$ cat config.mk
export PLATFORM = sky130hd
export DESIGN_NAME = sram_controller
export DESIGN_NICKNAME = d
export VERILOG_FILES = /design/src/rtl/sram_ctrl_pkg.sv /design/src/rtl/sram_wait_counter.sv /design/src/rtl/sram_controller.sv
export SDC_FILE = /design/constraint.sdc
export NUM_CORES = 1
export LEC_CHECK = 0
export CAP_MARGIN = 25
export CORE_MARGIN = 2
export CORE_UTILIZATION = 32
export CTS_CLUSTER_SIZE = 12
export DETAILED_ROUTE_END_ITERATION = 7
export PLACE_DENSITY = 0.79
export SYNTH_ARGS = -nofsm -noshare
export SYNTH_HDL_FRONTEND = slang
export SYNTH_HIERARCHICAL = 1
export SYNTH_SLANG_ARGS = --single-unit
$ cat constraint.sdc
create_clock -name clk -period 1.85 [get_ports clk]
set_input_delay 0.37 -clock clk [delete_from_list [all_inputs] [get_ports clk]]
set_output_delay 0.37 -clock clk [all_outputs]
set_load 0.02 [all_outputs]
$ cat src/rtl/sram_ctrl_pkg.sv
// Shared state encoding and SRAM bus widths for the MEM-stage SRAM controller.
// Latency: none, types and constants only.
// Backpressure: none, types and constants only.
package sram_ctrl_pkg;

    localparam int SRAM_ADDR_W = 18;
    localparam int SRAM_DATA_W = 16;
    // One address bit selects the half-word, the rest is the 32-bit word index.
    localparam int WORD_IDX_W  = SRAM_ADDR_W - 1;

    typedef enum logic [1:0] {
        IDLE = 2'd0,
        LOW  = 2'd1,
        HIGH = 2'd2,
        DONE = 2'd3
    } state_t;

endpackage

$ cat src/rtl/sram_wait_counter.sv
// Phase wait counter: counts cycles spent in one half-word access phase.
// Latency: last asserts combinationally when the count reaches COUNT-1.
// Backpressure: none; clr has priority over en, so a phase always restarts at 0.
module sram_wait_counter #(
    parameter int COUNT = 2,
    parameter int CNT_W = (COUNT > 1) ? $clog2(COUNT) : 1
) (
    input  logic clk,
    input  logic rst,
    input  logic clr,
    input  logic en,
    output logic last
);

    localparam logic [CNT_W-1:0] LAST_VAL = CNT_W'(COUNT - 1);

    logic [CNT_W-1:0] count;

    // Restart on reset or phase entry, otherwise advance while the phase is active.
    always_ff @(posedge clk) begin
        if (rst || clr) begin
            count <= '0;
        end else if (en) begin
            count <= count + CNT_W'(1);
        end
    end

    assign last = (count == LAST_VAL);

endmodule

$ cat src/rtl/sram_controller.sv
// MEM-stage word access over a 16-bit asynchronous SRAM, low half then high half.
// Latency: 2*WAIT_CYCLES+1 stall cycles per access; optional zero-stall read hit with SRAM_READ_BYPASS_EN.
// Backpressure: ready is low while an access is pending; the pipeline freezes on ~ready.
module sram_controller
    import sram_ctrl_pkg::*;
#(
    parameter int WAIT_CYCLES = 2
) (
    input  logic                   clk,
    input  logic                   rst,
    input  logic                   wr_en,
    input  logic                   rd_en,
    input  logic [31:0]            address,
    input  logic [31:0]            write_data,
    output logic [31:0]            read_data,
    output logic                   ready,
    output logic [SRAM_ADDR_W-1:0] sram_addr,
    output logic [SRAM_DATA_W-1:0] sram_dq_out,
    output logic                   sram_dq_oe,
    input  logic [SRAM_DATA_W-1:0] sram_dq_in,
    output logic                   sram_we_n
);

    state_t                state;
    logic                  op_write;   // latched on start so a dropped request still completes
    logic                  cnt_last;
    logic                  active;
    logic                  start;
    logic                  hit;
    logic [WORD_IDX_W-1:0] word_idx;
    logic                  unused_addr_bits;

    assign word_idx         = address[18:2];
    assign unused_addr_bits = ^{address[31:19], address[1:0]};
    assign active           = (state == LOW) || (state == HIGH);

`ifdef SRAM_READ_BYPASS_EN
    logic [WORD_IDX_W-1:0] last_idx;
    logic                  last_valid;

    // A read of the most recently read word is served from read_data without touching SRAM.
    assign hit = rd_en && !wr_en && last_valid && (word_idx == last_idx);
`else
    assign hit = 1'b0;
`endif

    assign start = (state == IDLE) && (wr_en || rd_en) && !hit;
    assign ready = (state == DONE) || ((state == IDLE) && !start);

    sram_wait_counter #(
        .COUNT (WAIT_CYCLES)
    ) u_wait (
        .clk  (clk),
        .rst  (rst),
        .clr  (!active || cnt_last),
        .en   (active),
        .last (cnt_last)
    );

    // Sequencer: IDLE -> LOW -> HIGH -> DONE -> IDLE, capturing read halves on each phase's last cycle.
    always_ff @(posedge clk) begin
        if (rst) begin
            state     <= IDLE;
            op_write  <= 1'b0;
            read_data <= '0;
`ifdef SRAM_READ_BYPASS_EN
            last_valid <= 1'b0;
            last_idx   <= '0;
`endif
        end else begin
            case (state)
                IDLE: begin
                    if (start) begin
                        state    <= LOW;
                        op_write <= wr_en;
                    end
                end
                LOW: begin
                    if (cnt_last) begin
                        state <= HIGH;
                        if (!op_write) begin
                            read_data[SRAM_DATA_W-1:0] <= sram_dq_in;
                        end
                    end
                end
                HIGH: begin
                    if (cnt_last) begin
                        state <= DONE;
                        if (!op_write) begin
                            read_data[31:SRAM_DATA_W] <= sram_dq_in;
                        end
                    end
                end
                DONE: begin
                    state <= IDLE;
`ifdef SRAM_READ_BYPASS_EN
                    if (!op_write) begin
                        last_valid <= 1'b1;
                        last_idx   <= word_idx;
                    end else if (last_valid && (word_idx == last_idx)) begin
                        // Keep the buffered word coherent with the SRAM contents.
                        read_data <= write_data;
                    end
`endif
                end
                default: state <= IDLE;
            endcase
        end
    end

    // SRAM pin decode: half select follows the phase, the strobe is released on each phase's last cycle for hold.
    always_comb begin
        sram_addr   = {word_idx, (state == HIGH)};
        sram_dq_oe  = active && op_write;
        sram_we_n   = !(active && op_write && !cnt_last);
        sram_dq_out = '0;
        if (active && op_write) begin
            sram_dq_out = (state == HIGH) ? write_data[31:SRAM_DATA_W] : write_data[SRAM_DATA_W-1:0];
        end
    end

endmodule

* After elaboration in Yosys (flattened, before gate mapping) *
Index checks and enable logic that the tools add are counted.

word-level totals
  word-level logic and storage cells = 37
  input port bits = 84
  latch bits = 0
  memories = 0
  RAM bits = 0
  flip-flop bits (word level) = 36
  bits in read-only memories = 0

cells by class
  shifts and indexed selects = 0
  reductions and logical operators = 18
  bitwise logic cells = 1
  divide/modulo/power cells = 0
  eq/ne operators = 6
  $add $sub $neg = 1
  $mul = 0
  order comparisons = 0
  multiplexer cells = 6

operator list
  kind                                                    number
  2-to-1 mux 16 bit                                       2
  AND reduction 3 bit                                     3
  one-hot mux 2 bit (4 select lines)                      1
  2-to-1 mux 2 bit                                        3
  logical OR 1 bit                                        5
  == test 2 bit (second input constant)                   2
  logical AND 1 bit                                       4
  zero test 1 bit                                         4
  inequality test 2 x 1 -> 1 bit (second input constant)  2
  == test 2 x 1 -> 1 bit (second input constant)          1
  zero test 2 bit                                         1
  inequality test 2 bit (second input constant)           1
  AND reduction 2 bit                                     1
  adder 1 bit (second input constant)                     1
  inverter 1 bit                                          1

* Logic depth before layout (Yosys ltp) *
Gate-level depths: netlist of the first run.

  depth after elaboration = 5
  gate-level depth with buffers = 7

* By module *
Netlist of the first run, hierarchy kept.

modules (own cells, without submodules)
  module             area each (µm²)  times used  cells an instance
  sram_controller    1796.7           1           221
  sram_wait_counter  38.8             1           3

* Worst setup path after synthesis of the first run *
No wires, ideal clock.

  path kind = register to output
  start = reg state[0]
  end = out sram_dq_out[10]
  cell stages (with the launch flop) = 7
  data required time = 1.480 ns
  arrival time = 1.544 ns
  path slack = -0.064 ns
  cells stage by stage = dfxtp_1 inv_1 ha_1 buf_2 buf_4 mux2i_1 nor2_1

between the ends
  word-level cells in the longest chain between the ends = 4
  elaborated cells between the ends (all ways) = 6

ends and longest elaborated chain
  element                 line                    RTL
  from (decl)             sram_controller.sv:24   state_t state;
  from (signal assigned)  sram_controller.sv:63   state <= IDLE;
  from (signal assigned)  sram_controller.sv:74   state <= LOW;
  from (signal assigned)  sram_controller.sv:80   state <= HIGH;
  == test 2 bit (*)       --
  net sram_addr[0]        sram_controller.sv:17   output logic [SRAM_ADDR_W-1:0] sram_addr,
  logical OR 1 bit        sram_controller.sv:35   assign active = (state == LOW) || (state == HIGH);
  logical AND 1 bit       sram_controller.sv:117  if (active && op_write) begin
  2-to-1 mux 16 bit (*)   sram_controller.sv:117
  to (decl)               sram_controller.sv:18   output logic [SRAM_DATA_W-1:0] sram_dq_out,

The timed path passes the listed nets; every way through them passes the cells marked *.

* Final worst setup path of the first run *
  start = reg state[1]
  end = out sram_dq_out[14]

between the ends
  word-level cells in the longest chain between the ends = 4
  elaborated cells between the ends (all ways) = 6

ends and longest elaborated chain
  element                                                         line
  == test 2 x 1 -> 1 bit / == test 2 bit (equally long branches)  sram_controller.sv:35, sram_controller.sv:118
  logical OR 1 bit                                                sram_controller.sv:35
  logical AND 1 bit                                               sram_controller.sv:117
  2-to-1 mux 16 bit (*)                                           sram_controller.sv:117

Mark *: on every way between the ends. The rest lies on a longest branch, timed or not.

==> flow_summary_export.csv, run 1 <==
group,metric,value,unit
timing,max_freq,543,MHz
global_routing,overflow,0,
synthesis,ys_types,25,
routing,first_iter_violations,37,
placement,port_buffers,103,
setup_path,start_kind,"flop",
setup_path,r2r_end,"read_data[17]",
timing,finalCriticalPeriod,1840,ps
outcome,status,"finished, final reports clean",
setup_path,cp.arrival,1470,ps
synthesis,synthTopCellsByArea,"dfxtp_1 (39%), nand2_1 (13%), mux2i_1 (9.3%), buf_4 (7.4%), a21oi_1 (6.0%)",
flow_run,max_cap_viol_count,0,
synthesis,synth_area_per_cell,8.19,um2
setup_path,path_delay_family,"buffers and inverters",
setup_path,crit_buf_inv,3,
floorplanning,io_pins,153,
power_and_ir_drop,switching_power,0.975,mW
power_and_ir_drop,powerDensity,969,mW/mm2
clock_tree,h-tree-depth,2,
setup_path,r2r_start,"state[0]",
synthesis,ys_seq_area_frac,0.393,
layout,nets,409,
routing,drtPass1Iterations,4,
clock_tree,cts.sinks,36,
synthesis,yosys.area.top_type,"dfxtp_1",
timing,tightest_slew,648,ps
timing,hold_ws,455,ps
setup_path,path_cells,"buf_6 > ha_4 > clkbuf_16 > mux2i_4 > nor2_2 > buf_6",
power_and_ir_drop,p_comb_frac,0.491,
setup_path,critPathSlowestCell,"dfxtp_2",
floorplanning,initial_core_util,0.333,
power_and_ir_drop,sw_frac_of_total,0.321,
synthesis,synth_cells,224,
routing,viasPerCell,4.48,
global_routing,grt_max_degree,21,
clock_tree,clock_latency,280,ps
timing,timing.final.max_slew_violations,0,
routing,vias,1759,
power_and_ir_drop,vdd_drop_max,0.730,mV
routing,drt_wl_total,5320,um
setup_path,r2r_slack,170,ps
clock_tree,cts_root_buf,"clkbuf_8",
floorplanning,die_w,79.7,um
setup_path,reg2regPathDepth,7,
setup_path,worstPathRequired,1480,ps
setup_path,cp_common_cell,"buf_6",
clock_tree,hold_buffers,0,
global_routing,grtUsageTotal,0.160,
synthesis,synthesis.area,0.00184,mm2
routing,drc,0,
timing,finClkSkew,3.46,ps
timing,slew_headroom,0.568,
routing,drtAntennaViolNets,0,
synthesis,ys_ff_latch,36,
placement,place_hpwl,3870,um
setup_path,path_max_fanout,5,
timing,fin_ws,8.22,ps
layout,n_antenna_cell,0,
layout,fill_cells,486,
timing,rsz0062_at_grt,"true",
floorplanning,die_h,79.7,um
clock_tree,clk_pin_slew_worst_paths,70,ps
setup_path,cpPeakStageDelay,340,ps
synthesis,syn_nets,313,
timing,finalSetupViolCount,0,
clock_tree,cts_max_path_buffers,2,
global_routing,grt_pass1_vias,1639,
floorplanning,core,0.00551,mm2
clock_tree,cts_inserted_buffers,5,
setup_path,end_kind,"output port",
setup_path,path_class,"reg -> out",
power_and_ir_drop,pwr-share-seq,0.291,
synthesis,synth_top_area_frac,0.393,
layout,area_delta_synth_final,70.9,%
floorplanning,fp.dieArea,0.00636,mm2
routing,wire_per_inst,13.5,um
placement,gp_congestion,0.717,
setup_path,startpoint,"state[1]",
synthesis,synth_warnings,6,
power_and_ir_drop,p_int,2.06,mW
global_routing,grt_pass1_wl,7960,um
timing,fin_crit_sh,0.996,
clock_tree,cts_tree,"built",
layout,drive_above_1_share,0.262,
floorplanning,rows,27,
placement,pre_cts_ws,-316,ps
worst_hold_path,hp-class,"reg -> reg",
power_and_ir_drop,leakagePower,1.15,nW
setup_path,crit_path_end,"sram_dq_out[14]",
global_routing,antenna_found_initial,0,
timing,hold_viol,0,
setup_path,worst-path-stages,6,
power_and_ir_drop,pwr-share-clk,0.217,
## cell type report
type / instances / area, um2 / area share
clock buffer: 6 / 72.6 / 0.0231
clock inverter: 2 / 35.0 / 0.0112
inverter: 3 / 13.8 / 0.00439
multi-input combinational: 155 / 987 / 0.315
sequential: 36 / 723 / 0.231
tap: 72 / 90.1 / 0.0287
timing repair buffer: 119 / 1210 / 0.387
## kinds of logic (layout without fill, tap and decap cells)
family,count (synthesis),count (layout),share of synthesized area
xor+xnor,1,1,0.00477
compound gates,36,36,0.125
simple gates,96,96,0.224
fa+ha+maj,5,5,0.0341
flops,36,36,0.393
buf+inv,33,130,0.127
mux,17,17,0.0927
## per-stage QoR
step / total power [mW] / area, um2 / TNS [ps] / utilization / std cells
2_1_floorplan: 1.61 / 1860 / 0 / - / 224
3_3_place_gp: 2.07 / 2870 / -3720 / 0.521 / 379
3_5_place_dp: 2.09 / 2870 / -3890 / 0.521 / 379
4_1_cts: 2.83 / 2960 / -128 / 0.537 / 389
5_1_grt: 3.19 / 3140 / -695 / 0.570 / 393
6_report: 3.04 / 3140 / 0 / 0.570 / 393
## how the worst min path moves through the flow
stage                              from            end  slack [ps]  cells after the start
after floorplan                     rst    u_wait/last         440                      1
after global placement     read_data[1]   read_data[1]         440                      2
after detailed placement  read_data[11]  read_data[11]         450                      2
after CTS                 read_data[11]  read_data[11]         460                      2
after global routing       read_data[3]   read_data[3]         480                      2
final                      read_data[3]   read_data[3]         460                      2
## cell usage in the layout, fill, tap and decap left out, drive strengths merged
master	n
clkinv	1
a21oi	33
nand2	66
xnor2	1
dlygate4sd2	1
dfxtp	36
o21a	1
bufinv	1
and3b	2
nor2	18
nor3b	1
nor3	1
o21bai	1
or2	2
nand3b	2
a22oi	1
clkdlybuf4s50	82
ha	5
buf	35
clkbuf	7
inv	3
nand2b	3
mux2i	17
nor2b	1
## state kept, by name (all words and copies together) (netlist names)
register and count:
op_write 1, u_wait/last 1, state 2, read_data 32
## worst reg2reg max path: cells and delay by family (launching register included)
| family | cells | cell delay [ps] |
|---|---|---|
| flip-flops | 1 | 330 |
| AND/OR/NAND/NOR | 2 | 710 |
| adder cells (fa/ha/maj) | 1 | 170 |
| buffers and inverters | 3 | 280 |
| AO/OA/AOI/OAI | 1 | 140 |
## metal layers
metal | GRT usage | vias up | wire length [um]
li1 | - | 895 | -
met1 | 0.202 | 808 | 2240
met2 | 0.274 | 52 | 2740
met3 | 0.0385 | 4 | 293
met4 | 0.0407 | 0 | 38
met5 | 0 | - | 0
## power by group through the flow
stage	clock [mW]	sequential, mW	combinational, mW
floorplan	0	0.921	0.693
CTS	0.683	0.874	1.27
finish	0.661	0.885	1.49
global route	0.716	0.893	1.59
global placement	0	0.884	1.18
detailed placement	0	0.886	1.20
## repair_timing
item	4_1_cts	5_1_grt
pin swaps	1	2
gates resized for setup	89	39
cloned	1	1
buffers inserted	1	3
setup endpoints to repair	20	23
## cells in the mapped netlist
cell / count
nand2_1: 66
dfxtp_1: 36
a21oi_1: 22
buf_4: 18
nor2_1: 18
mux2i_1: 17
a21oi_2: 11
ha_1: 5
buf_2: 4
clkbuf_1: 3
inv_1: 3
nand2b_1: 3
and3b_1: 2
buf_6: 2
buf_8: 2
nand3b_2: 2
or2_2: 2
a22oi_1: 1
buf_1: 1
nor2b_1: 1
nor3_2: 1
nor3b_1: 1
o21a_1: 1
o21bai_1: 1
xnor2_1: 1
No activity file was read; power rests on OpenSTA's default activity.
==> inputs of run 2 (changes only) <==
--- a/config.mk
+++ b/config.mk
@@ -6,12 +6,12 @@
 export NUM_CORES = 1
 export LEC_CHECK = 0
 export CAP_MARGIN = 25
+export CORE_ASPECT_RATIO = 1.5
 export CORE_MARGIN = 2
-export CORE_UTILIZATION = 32
+export CORE_UTILIZATION = 33
 export CTS_CLUSTER_SIZE = 12
 export DETAILED_ROUTE_END_ITERATION = 7
-export PLACE_DENSITY = 0.79
+export PLACE_DENSITY = 0.8
 export SYNTH_ARGS = -nofsm -noshare
 export SYNTH_HDL_FRONTEND = slang
-export SYNTH_HIERARCHICAL = 1
 export SYNTH_SLANG_ARGS = --single-unit
==> run 2 against run 1 <==
Effect of this change:
- the run now ends with setup timing left
- synthesized cell count fell by 0.89%
- power down 5.6%
- highest routed layer unchanged
- cell area up 5.0%
- clock-buffer cell count grew 2
- die area is 0.48% lower
- via count rose by 3.8%
- cell count fell by 0.76%
==> flow_summary_export.csv, run 2 <==
group,metric,value,unit
layout,drive_above_1_share,0.344,
power_and_ir_drop,sw_frac_of_total,0.334,
placement,place_hpwl,3850,um
synthesis,yosys.area_share.xor_xnor,0,
power_and_ir_drop,powerDensity,871,mW/mm2
setup_path,r2r_start,"state[1]",
worst_hold_path,worstHoldStart,"read_data[23]",
layout,regMostFlops,"read_data",
floorplanning,die_w,65.6,um
synthesis,synth_area_per_cell,8.47,um2
layout,nets,408,
worst_hold_path,hold_depth,2,
global_routing,antenna_found_initial,0,
floorplanning,rows,33,
flow_run,max_cap_viol_count,0,
global_routing,grtUsageTotal,0.166,
floorplanning,fp.dieArea,0.00633,mm2
timing,hold_viol,0,
setup_path,path_max_fanout,9,
synthesis,synthesis.area,0.00188,mm2
synthesis,synthArstFlopShare,0,
power_and_ir_drop,vdd_drop_max,0.729,mV
worst_hold_path,hp-class,"reg -> reg",
synthesis,synth_top_flop_cell,"dfxtp_1",
clock_tree,cts_inserted_buffers,5,
global_routing,overflow,0,
routing,first_iter_violations,19,
clock_tree,clk_pin_slew_worst_paths,70,ps
routing,drtPass1Iterations,4,
clock_tree,clock_latency,280,ps
worst_hold_path,worst_hold_path.endpoint,"read_data[23]",
timing,tightest_slew,726,ps
power_and_ir_drop,pwr-share-seq,0.316,
floorplanning,initial_core_util,0.342,
power_and_ir_drop,p_comb_frac,0.488,
global_routing,grt_pass1_vias,1775,
synthesis,synth_edf_count,0,
synthesis,synthSimpleGateAreaFrac,0.222,
timing,finClkSkew,4.02,ps
setup_path,reg2regPathDepth,6,
synthesis,synth_compound_area_frac,0.140,
layout,largest_reg_flops,32,
layout,ff_latch_area,726,um2
clock_tree,cts.sinks,36,
synthesis,ys_types,23,
clock_tree,post_cts_buffers,0,
synthesis,synthTopCellsByCount,"nand2_1 (58), dfxtp_1 (36), a21oi_2 (20)",
synthesis,synth_warnings,0,
synthesis,syn_nets,311,
clock_tree,cts_root_buf,"clkbuf_8",
timing,finalSetupViolCount,2,
layout,top_regs,"read_data (32), state (2)",
timing,fin_crit_sh,1.01,
synthesis,synth_top_family_by_area,"simple AND/OR/NAND/NOR gates",
layout,fill_cells,476,
setup_path,cp.arrival,1490,ps
timing,fin_ws,-14.8,ps
synthesis,synth_top_area_frac,0.383,
layout,multiInputGateArea,0.00113,mm2
synthesis,synthTopCellsByArea,"dfxtp_1 (38%), nand2_1 (12%), a21oi_2 (9.3%), mux2i_1 (9.1%), buf_4 (7.2%)",
layout,final_cell_mix,"clkdlybuf4s50_1 (82), nand2_1 (57), dfxtp_1 (34)",
timing,setup_tns,-17.0,ps
floorplanning,io_pins,153,
timing,slew_headroom,0.516,
setup_path,path_class,"reg -> out",
setup_path,worstPathRequired,1480,ps
synthesis,synth.most_common_cell,"nand2_1",
floorplanning,die_h,96.4,um
timing,max_freq,536,MHz
synthesis,yosys.area.top_type,"dfxtp_1",
clock_tree,cts_tree,"built",
power_and_ir_drop,leakagePower,1.16,nW
synthesis,synth_cells,222,
routing,drt_wl_total,5450,um
timing,timing.final.max_slew_violations,0,
outcome,violations,"setup timing",
timing,rsz0062_at_grt,"true",
layout,area_delta_synth_final,75.2,%
global_routing,grt_pass1_wl,8150,um
power_and_ir_drop,pwr-share-clk,0.196,
routing,vias,1826,
global_routing,grt_max_degree,20,
clock_tree,cts_max_path_buffers,2,
placement,port_buffers,103,
setup_path,start_kind,"flop",
outcome,status,"finished, violations left",
routing,wire_per_inst,14.0,um
synthesis,synthAdderAreaFrac,0.0333,
routing,drc,0,
clock_tree,h-tree-depth,2,
power_and_ir_drop,switching_power,0.959,mW
timing,finalCriticalPeriod,1860,ps
routing,drtAntennaViolNets,0,
synthesis,ys_ff_latch,36,
layout,n_antenna_cell,0,
synthesis,ys_seq_area_frac,0.383,
layout,final_util,0.600,
placement,gp_congestion,0.678,
synthesis,synth.area.mux_share,0.0905,
setup_path,end_kind,"output port",
setup_path,r2r_slack,120,ps
floorplanning,core,0.00549,mm2
setup_path,r2r_end,"read_data[14]",
routing,viasPerCell,4.68,
layout,final_common_cell,"clkdlybuf4s50_1",
clock_tree,hold_buffers,0,
power_and_ir_drop,p_int,1.91,mW
## run 2: worst max path at each step
stage | slack, ps | start | endpoint | cells after the start
floorplan | 10 | state[0] | sram_dq_out[10] | 6
CTS | -30 | state[1] | sram_we_n | 5
finish | -10 | state[1] | sram_dq_out[14] | 6
detailed placement | -290 | wr_en | ready | 4
global placement | -280 | wr_en | ready | 4
global route | -60 | state[0] | sram_dq_out[8] | 6
## run 2: through the flow
| stage | total power, mW | worst slack (ps) | area (um2) | hold slack, ps | std cells |
|---|---|---|---|---|---|
| floorplan | 1.55 | 10.4 | 1910 | 465 | 222 |
| global placement | 2.00 | -284 | 2930 | 442 | 379 |
| detailed placement | 2.02 | -288 | 2930 | 450 | 379 |
| CTS | 2.75 | -30.2 | 3120 | 459 | 389 |
| global route | 3.03 | -60.8 | 3290 | 482 | 390 |
| finish | 2.87 | -14.8 | 3290 | 456 | 390 |
## run 2: layout make-up
class / instances / area share
timing repair buffer: 120 / 0.378
multi-input combinational: 153 / 0.342
sequential: 36 / 0.220
clock buffer: 8 / 0.0274
tap: 70 / 0.0266
inverter: 3 / 0.00494
## run 2: cell families (layout without fill, tap and decap cells)
group | count (synthesis) | after routing
simple gates | 95 | 95
compound gates | 36 | 36
flops | 36 | 36
buf+inv | 33 | 131
mux | 17 | 17
fa+ha+maj | 5 | 5
## run 2: routing by layer
metal  global-route usage  routed length (um)  vias to the layer above
li1                     -                   -                      893
met4               0.0608                 112                        0
met3               0.0811                 680                       12
met1                0.153                1910                      819
met5                    0                   0                        -
met2                0.310                2740                      102
## run 2: worst max-delay path: stages, from the launching register on
cell and delay [ps]:
dfxtp_4 390, inv_4 40, ha_4 290, nand2_8 70, buf_12 160, nor2_2 120, buf_4 150
## run 2: power groups by stage
stage          clock network, mW  registers (mW)  logic [mW]
6_report                   0.561           0.907        1.40
3_3_place_gp                   0           0.898        1.10
4_1_cts                    0.578           0.902        1.27
5_1_grt                    0.611           0.917        1.50
2_1_floorplan                  0           0.963       0.590
3_5_place_dp                   0           0.902        1.12
## run 2: repair_timing
action / CTS / global route
gates cloned: 2 / 1
setup endpoints to repair: 20 / 31
resized for setup: 121 / 34
pin swaps: 1 / 3
